===== src/rtl/gat_pkg.sv =====
// Shared GAT layer types and default sizing for the scheduler and its neighbours.
// One node_info entry describes one graph node: its subgraph role and its H row length.
package gat_pkg;

  localparam int unsigned TOTAL_NODES      = 5;
  localparam int unsigned NUM_SUBGRAPHS    = 2;
  localparam int unsigned NODE_INFO_ADDR_W = 8;
  localparam int unsigned H_DATA_ADDR_W    = 12;
  localparam int unsigned ROW_LEN_WIDTH    = 8;
  localparam int unsigned NUM_NODE_WIDTH   = 8;
  localparam int unsigned NUM_NODE_ADDR_W  = 8;

  typedef struct packed {
    logic [ROW_LEN_WIDTH-1:0]  row_length;
    logic [NUM_NODE_WIDTH-1:0] num_of_nodes;
    logic                      source_node_flag;
  } node_info_t;

  typedef enum logic [2:0] {
    StIdle,
    StFetch,
    StLoad,
    StSg,
    StRow,
    StFin
  } sched_state_e;

  typedef struct packed {
    logic [H_DATA_ADDR_W-1:0] h_addr;
    logic [ROW_LEN_WIDTH-1:0] row_len;
    logic                     src;
    logic                     last;
  } row_desc_t;

  typedef struct packed {
    logic [NUM_NODE_WIDTH-1:0]  num_of_nodes;
    logic [NUM_NODE_ADDR_W-1:0] sg_idx;
  } sg_desc_t;

endpackage


===== src/rtl/subgraph_scheduler.sv =====
// Walks node_info once per start pulse, emitting one subgraph descriptor per source node
// and one row descriptor per node; flags malformed subgraph structure on err_o.
module subgraph_scheduler #(
  parameter int unsigned TOTAL_NODES      = gat_pkg::TOTAL_NODES,
  parameter int unsigned NUM_SUBGRAPHS    = gat_pkg::NUM_SUBGRAPHS,
  parameter int unsigned NODE_INFO_ADDR_W = gat_pkg::NODE_INFO_ADDR_W,
  parameter int unsigned H_DATA_ADDR_W    = gat_pkg::H_DATA_ADDR_W,
  parameter int unsigned ROW_LEN_WIDTH    = gat_pkg::ROW_LEN_WIDTH,
  parameter int unsigned NUM_NODE_WIDTH   = gat_pkg::NUM_NODE_WIDTH,
  parameter int unsigned NUM_NODE_ADDR_W  = gat_pkg::NUM_NODE_ADDR_W
) (
  input  logic                        clk,
  input  logic                        rst_n,
  input  logic                        start_i,
  output logic [NODE_INFO_ADDR_W-1:0] ni_addr_o,
  output logic                        ni_en_o,
  input  gat_pkg::node_info_t         ni_dout_i,
  output logic                        row_valid_o,
  input  logic                        row_ready_i,
  output logic [H_DATA_ADDR_W-1:0]    row_h_addr_o,
  output logic [ROW_LEN_WIDTH-1:0]    row_len_o,
  output logic                        row_src_o,
  output logic                        row_last_o,
  output logic                        sg_valid_o,
  input  logic                        sg_ready_i,
  output logic [NUM_NODE_WIDTH-1:0]   sg_num_nodes_o,
  output logic [NUM_NODE_ADDR_W-1:0]  sg_idx_o,
  output logic                        busy_o,
  output logic                        done_o,
  output logic                        err_o
);
  import gat_pkg::*;

  sched_state_e                state_q;
  node_info_t                  info_q;
  logic [NODE_INFO_ADDR_W-1:0] node_idx_q;
  logic [H_DATA_ADDR_W-1:0]    h_addr_q;
  logic [NUM_NODE_ADDR_W-1:0]  sg_cnt_q;
  logic [NUM_NODE_WIDTH-1:0]   node_in_sg_q;
  logic [NUM_NODE_WIDTH-1:0]   sg_num_q;
  logic                        sg_open_q;
  logic                        err_q;
  logic                        ni_en_q;
  logic                        row_valid_q;
  logic                        sg_valid_q;
  logic                        done_q;

  logic                        row_last;
  logic                        sg_closes;
  logic                        sg_open_after;
  logic [NUM_NODE_ADDR_W-1:0]  sg_cnt_inc;
  logic [NUM_NODE_WIDTH-1:0]   sg_num_eff;
  row_desc_t                   row_desc;
  sg_desc_t                    sg_desc;

  // A row with no open subgraph is a stray node: it is closed on its own but never counted.
  assign row_last      = ~sg_open_q | (node_in_sg_q == sg_num_q - NUM_NODE_WIDTH'(1));
  assign sg_closes     = row_last & sg_open_q;
  assign sg_open_after = sg_open_q & ~row_last;
  assign sg_cnt_inc    = sg_cnt_q + NUM_NODE_ADDR_W'(sg_closes);
  assign sg_num_eff    = (info_q.num_of_nodes == '0) ? NUM_NODE_WIDTH'(1) : info_q.num_of_nodes;

  assign row_desc = '{
    h_addr:  h_addr_q,
    row_len: info_q.row_length,
    src:     info_q.source_node_flag,
    last:    row_valid_q & row_last
  };
  assign sg_desc = '{
    num_of_nodes: sg_valid_q ? sg_num_eff : '0,
    sg_idx:       sg_cnt_q
  };

  assign ni_addr_o      = node_idx_q;
  assign ni_en_o        = ni_en_q;
  assign row_valid_o    = row_valid_q;
  assign row_h_addr_o   = row_desc.h_addr;
  assign row_len_o      = row_desc.row_len;
  assign row_src_o      = row_desc.src;
  assign row_last_o     = row_desc.last;
  assign sg_valid_o     = sg_valid_q;
  assign sg_num_nodes_o = sg_desc.num_of_nodes;
  assign sg_idx_o       = sg_desc.sg_idx;
  assign busy_o         = (state_q != StIdle);
  assign done_o         = done_q;
  assign err_o          = err_q;

  always_ff @(posedge clk or negedge rst_n) begin
    if (!rst_n) begin
      state_q      <= StIdle;
      info_q       <= '0;
      node_idx_q   <= '0;
      h_addr_q     <= '0;
      sg_cnt_q     <= '0;
      node_in_sg_q <= '0;
      sg_num_q     <= '0;
      sg_open_q    <= 1'b0;
      err_q        <= 1'b0;
      ni_en_q      <= 1'b0;
      row_valid_q  <= 1'b0;
      sg_valid_q   <= 1'b0;
      done_q       <= 1'b0;
    end else begin
      done_q <= 1'b0;
      unique case (state_q)
        StIdle: begin
          if (start_i) begin
            state_q      <= StFetch;
            node_idx_q   <= '0;
            h_addr_q     <= '0;
            sg_cnt_q     <= '0;
            node_in_sg_q <= '0;
            sg_num_q     <= '0;
            sg_open_q    <= 1'b0;
            err_q        <= 1'b0;
            ni_en_q      <= 1'b1;
          end
        end
        StFetch: begin
          ni_en_q <= 1'b0;
          state_q <= StLoad;
        end
        StLoad: begin
          info_q <= ni_dout_i;
          if (ni_dout_i.source_node_flag) begin
            // Reopening before the previous subgraph filled, or a zero size, is malformed.
            if (sg_open_q || (ni_dout_i.num_of_nodes == '0)) err_q <= 1'b1;
            sg_valid_q <= 1'b1;
            state_q    <= StSg;
          end else begin
            if (!sg_open_q) err_q <= 1'b1;
            row_valid_q <= 1'b1;
            state_q     <= StRow;
          end
        end
        StSg: begin
          if (sg_ready_i) begin
            sg_num_q     <= sg_num_eff;
            node_in_sg_q <= '0;
            sg_open_q    <= 1'b1;
            sg_valid_q   <= 1'b0;
            row_valid_q  <= 1'b1;
            state_q      <= StRow;
          end
        end
        StRow: begin
          if (row_ready_i) begin
            row_valid_q  <= 1'b0;
            h_addr_q     <= h_addr_q + H_DATA_ADDR_W'(info_q.row_length);
            node_in_sg_q <= node_in_sg_q + NUM_NODE_WIDTH'(1);
            node_idx_q   <= node_idx_q + NODE_INFO_ADDR_W'(1);
            sg_cnt_q     <= sg_cnt_inc;
            sg_open_q    <= sg_open_after;
            if (node_idx_q == NODE_INFO_ADDR_W'(TOTAL_NODES - 1)) begin
              // Final tally folded in here so err_o is already valid alongside done_o.
              if ((sg_cnt_inc != NUM_NODE_ADDR_W'(NUM_SUBGRAPHS)) || sg_open_after) begin
                err_q <= 1'b1;
              end
              done_q  <= 1'b1;
              state_q <= StFin;
            end else begin
              ni_en_q <= 1'b1;
              state_q <= StFetch;
            end
          end
        end
        StFin: begin
          state_q <= StIdle;
        end
        default: begin
          state_q <= StIdle;
        end
      endcase
    end
  end

endmodule

===== config.mk =====
export PLATFORM = sky130hd
export DESIGN_NAME = subgraph_scheduler
export DESIGN_NICKNAME = d
export VERILOG_FILES = /design/src/rtl/gat_pkg.sv /design/src/rtl/subgraph_scheduler.sv
export SDC_FILE = /design/constraint.sdc
export NUM_CORES = 1
export LEC_CHECK = 0
export BUFFER_PORTS_ARGS = -buffer_cell sky130_fd_sc_hd__buf_2
export CAP_MARGIN = 10
export CORE_UTILIZATION = 59
export CTS_BUF_LIST = sky130_fd_sc_hd__clkbuf_8 sky130_fd_sc_hd__clkbuf_16
export CTS_CLUSTER_DIAMETER = 100
export DETAILED_ROUTE_END_ITERATION = 7
export GPL_ROUTABILITY_DRIVEN = 0
export HOLD_SLACK_MARGIN = 0.05
export PLACE_DENSITY = 0.84
export SLEW_MARGIN = 10
export SYNTH_ARGS = -nofsm -noshare
export SYNTH_HDL_FRONTEND = slang
export SYNTH_SLANG_ARGS = --single-unit

===== constraint.sdc =====
create_clock -name clk -period 9.3 [get_ports clk]
set_clock_uncertainty 0.1 [all_clocks]
set_input_delay 0.93 -clock clk [delete_from_list [all_inputs] [get_ports clk]]
set_output_delay 0.93 -clock clk [all_outputs]
set_load 0.01 [all_outputs]

==> run_results.csv <==
group,metric,value,unit
outcome,status,"complete, no violations",
cells_and_area,multi_input_area,1940,sq um
logic_synthesis,synth_edf_count,0,
cells_and_area,fin_util,70.2,%
grt,grt_overflow,0,
die,die_w,82.8,microns
clock_tree,clock_latency,0.36,ns
clock_tree,htreeDepth,3,
grt,antenna_found_initial,0,
logic_synthesis,netlist_instances,394,
die,die_area,6850,sq um
logic_synthesis,ys_warn_count,0,
grt,grt_usage,28.3,%
clock_tree,cts-root-buf,"clkbuf_8",
cells_and_area,fillCellCount,487,
critical_path,slowest_stage,"or3b_2",
sta,fin_crit,3.53,ns
power_and_ir_drop,p_leak,2.12,nW
sta,fmax,0.283,GHz
clock_tree,post_cts_resized,0,
sta,tightest_slew,0.861,ns
cells_and_area,antenna_cells,0,
clock_tree,post_cts_buffers,0,
grt,grt_pass1_vias,3101,
logic_synthesis,synth-async-reset-ratio,100,%
hold_path,min_path_type,"flop to flop",
logic_synthesis,syn-num-nets,431,
cells_and_area,drive_gt1_share,26.7,%
grt,grt_max_degree,71,
logic_synthesis,synth_cell_type_count,51,
routing,vias,3256,
routing,drt-initial-drc-count,207,
clock_tree,cts_sinks,70,
logic_synthesis,synth_area_leaders,"dfrtp_1 (45%), o21ai_0 (5.3%), mux2_2 (5.0%)",
critical_path,crit_start,"sg_num_q[0]",
clock_tree,clockBufferDepth,2,
die,start_util,61.0,%
cells_and_area,syn_to_final_growth,15.0,%
clock_tree,ctsHoldBuffers,0,
logic_synthesis,avgSynthCellArea,9.77,sq um
hold_path,hp-start,"row_h_addr_o[6]",
logic_synthesis,syn-cell-area,3850,sq um
sta,hold_viol,0,
critical_path,crit_path_max_fanout,4,
power_and_ir_drop,ir_worst_vdd,0.252,mV
critical_path,crit_type,"flop to output port",
logic_synthesis,synth-seq-cells,70,
critical_path,critPathMostFrequentCell,"mux2i_1",
logic_synthesis,yosys.area.top_type,"dfrtp_1",
sta,rsz0062_at_grt,"false",
run,cap_violations,0,
logic_synthesis,synth_top_area_share,45.5,%
sta,finalMaxSlewViolations,0,
sta,timing.final.crit_share,38.0,%
logic_synthesis,yosysMostFrequentCell,"dfrtp_1",
placement,io_buffers,73,
logic_synthesis,ys_seq_area_share,45.5,%
die,core,6310,sq um
clock_tree,numCtsBuffers,9,
logic_synthesis,synth_top_flop_cell,"dfrtp_1",
critical_path,reg2reg_from,"sg_num_q[0]",
routing,viasPerCell,6.05,
cells_and_area,nets,493,
power_and_ir_drop,cellPowerDensity,322,nW/um^2
placement,dp_hpwl,6120,microns
grt,grt_pass1_wl,14400,microns
routing,ant_nets,0,
clock_tree,cts_tree,"built",
die,die_height,82.8,microns
logic_synthesis,netlist_top_cells_count,"dfrtp_1 (70), o21ai_0 (41), nand2_1 (31)",
routing,drt-total-wl,8890,microns
routing,drc,0,
die,ioPinCount,74,
sta,setup_tns,0,ns
critical_path,start_kind,"flop",
critical_path,cpPeakStageDelay,0.50,ns
critical_path,crit_arrival,2.50,ns
sta,relSlewSlack,42.6,%
clock_tree,path_clk_slew,0.08,ns
cells_and_area,final-seq-area,1750,sq um
critical_path,crit_chain,"inv_1 -> ha_1 -> or3b_2 -> mux2i_1 -> mux2i_1 -> o211ai_2 -> o21ai_2 -> and2_1 -> buf_2",
sta,setup_viol,0,
routing,firstDrtPassIters,4,
critical_path,critPathRequiredTime,8.27,ns
die,row_count,29,
critical_path,end_kind,"output port",
power_and_ir_drop,power.total,0.00143,W
routing,post_drt_wl_per_cell,16.5,microns
[per-layer routing]
layer | wire, microns | vias up | global-route usage (%)
li1 | - | 1540 | -
met1 | 3780 | 1581 | 36.3
met2 | 4320 | 120 | 45.4
met3 | 630 | 15 | 6.67
met4 | 158 | 0 | 13.3
met5 | 0 | - | 0
[critical path: cells and delay by family, from the launching register on]
kind,cells,cell delay [ns]
AND/OR/NAND/NOR,2,0.65
flip-flops,1,0.43
AO/OA/AOI/OAI,2,0.33
multiplexers,2,0.31
buffers and inverters,2,0.23
adder cells (fa/ha/maj),1,0.18
[through the flow]
step                      instances  hold slack, ns  cell area [sq um]  worst slack [ns]
after floorplan                 394           0.382               3850              6.19
after global routing            538           0.455               4430              5.63
final                           538           0.429               4430              5.77
after CTS                       538           0.430               4430              5.77
after global placement          522           0.387               4210              6.08
after detailed placement        522           0.409               4210              6.00
[cells by family (layout without fill, tap and decap cells)]
logic type,Yosys count,in the layout,share of synthesized area [%]
mux,20,20,5.75
fa+ha+maj,15,15,5.07
simple gates,123,123,16.9
buf+inv,34,101,4.26
flops,70,70,45.5
xor+xnor,21,21,4.78
compound gates,111,111,17.8
[registers in the layout (all words and copies together) (netlist names), 3 cells and up]
register / count
sg_num_q: 8
info_q: 8
sg_idx_o: 8
node_in_sg_q: 8
row_len_o: 8
ni_addr_o: 8
state_q: 3
row_h_addr_o: 12
[worst paths after layout]
path / to / slack, ns / cells after the start
setup reg to reg: err_o / 5.97 / 13
min in group asynchronous: done_o / 0.65 / 2
hold reg to reg: row_h_addr_o[6] / 0.43 / 1
hold / removal: row_h_addr_o[6] / 0.43 / 1
setup / recovery: row_last_o / 5.77 / 9
max in group asynchronous: info_q[5] / 7.87 / 2
[power by group]
group	leakage (nW)	switching [W]	internal (W)
logic	1.08	0.000339	0.000296
clock network	0.118	0.000120	0.000158
registers	0.917	0.000115	0.000397
total	2.12	0.000575	0.000851
[cells in the final DEF, fill, tap and decap left out, types with 4 or more instances in the layout]
cell,instances
mux2_2,17
nor4_1,6
and3_1,6
a31oi_1,5
and2_1,9
nand4_1,7
nor2_1,24
inv_1,10
or3_1,9
buf_2,73
a21oi_1,26
a22o_1,13
xor2_1,9
or2_2,4
nand3_1,4
xnor2_1,12
o21ai_0,41
ha_1,14
clkbuf_8,10
nand2_1,31
dfrtp_1,70
nor3_1,7
[layout make-up]
class | count | area share (%)
Tap cell | 77 | 2.18
Inverter | 9 | 0.763
Sequential cell | 70 | 39.5
Multi-Input combinational cell | 290 | 43.7
Clock inverter | 6 | 1.95
Timing Repair Buffer | 76 | 8.76
Clock buffer | 10 | 3.11
Power figures use the tool's default switching activity.
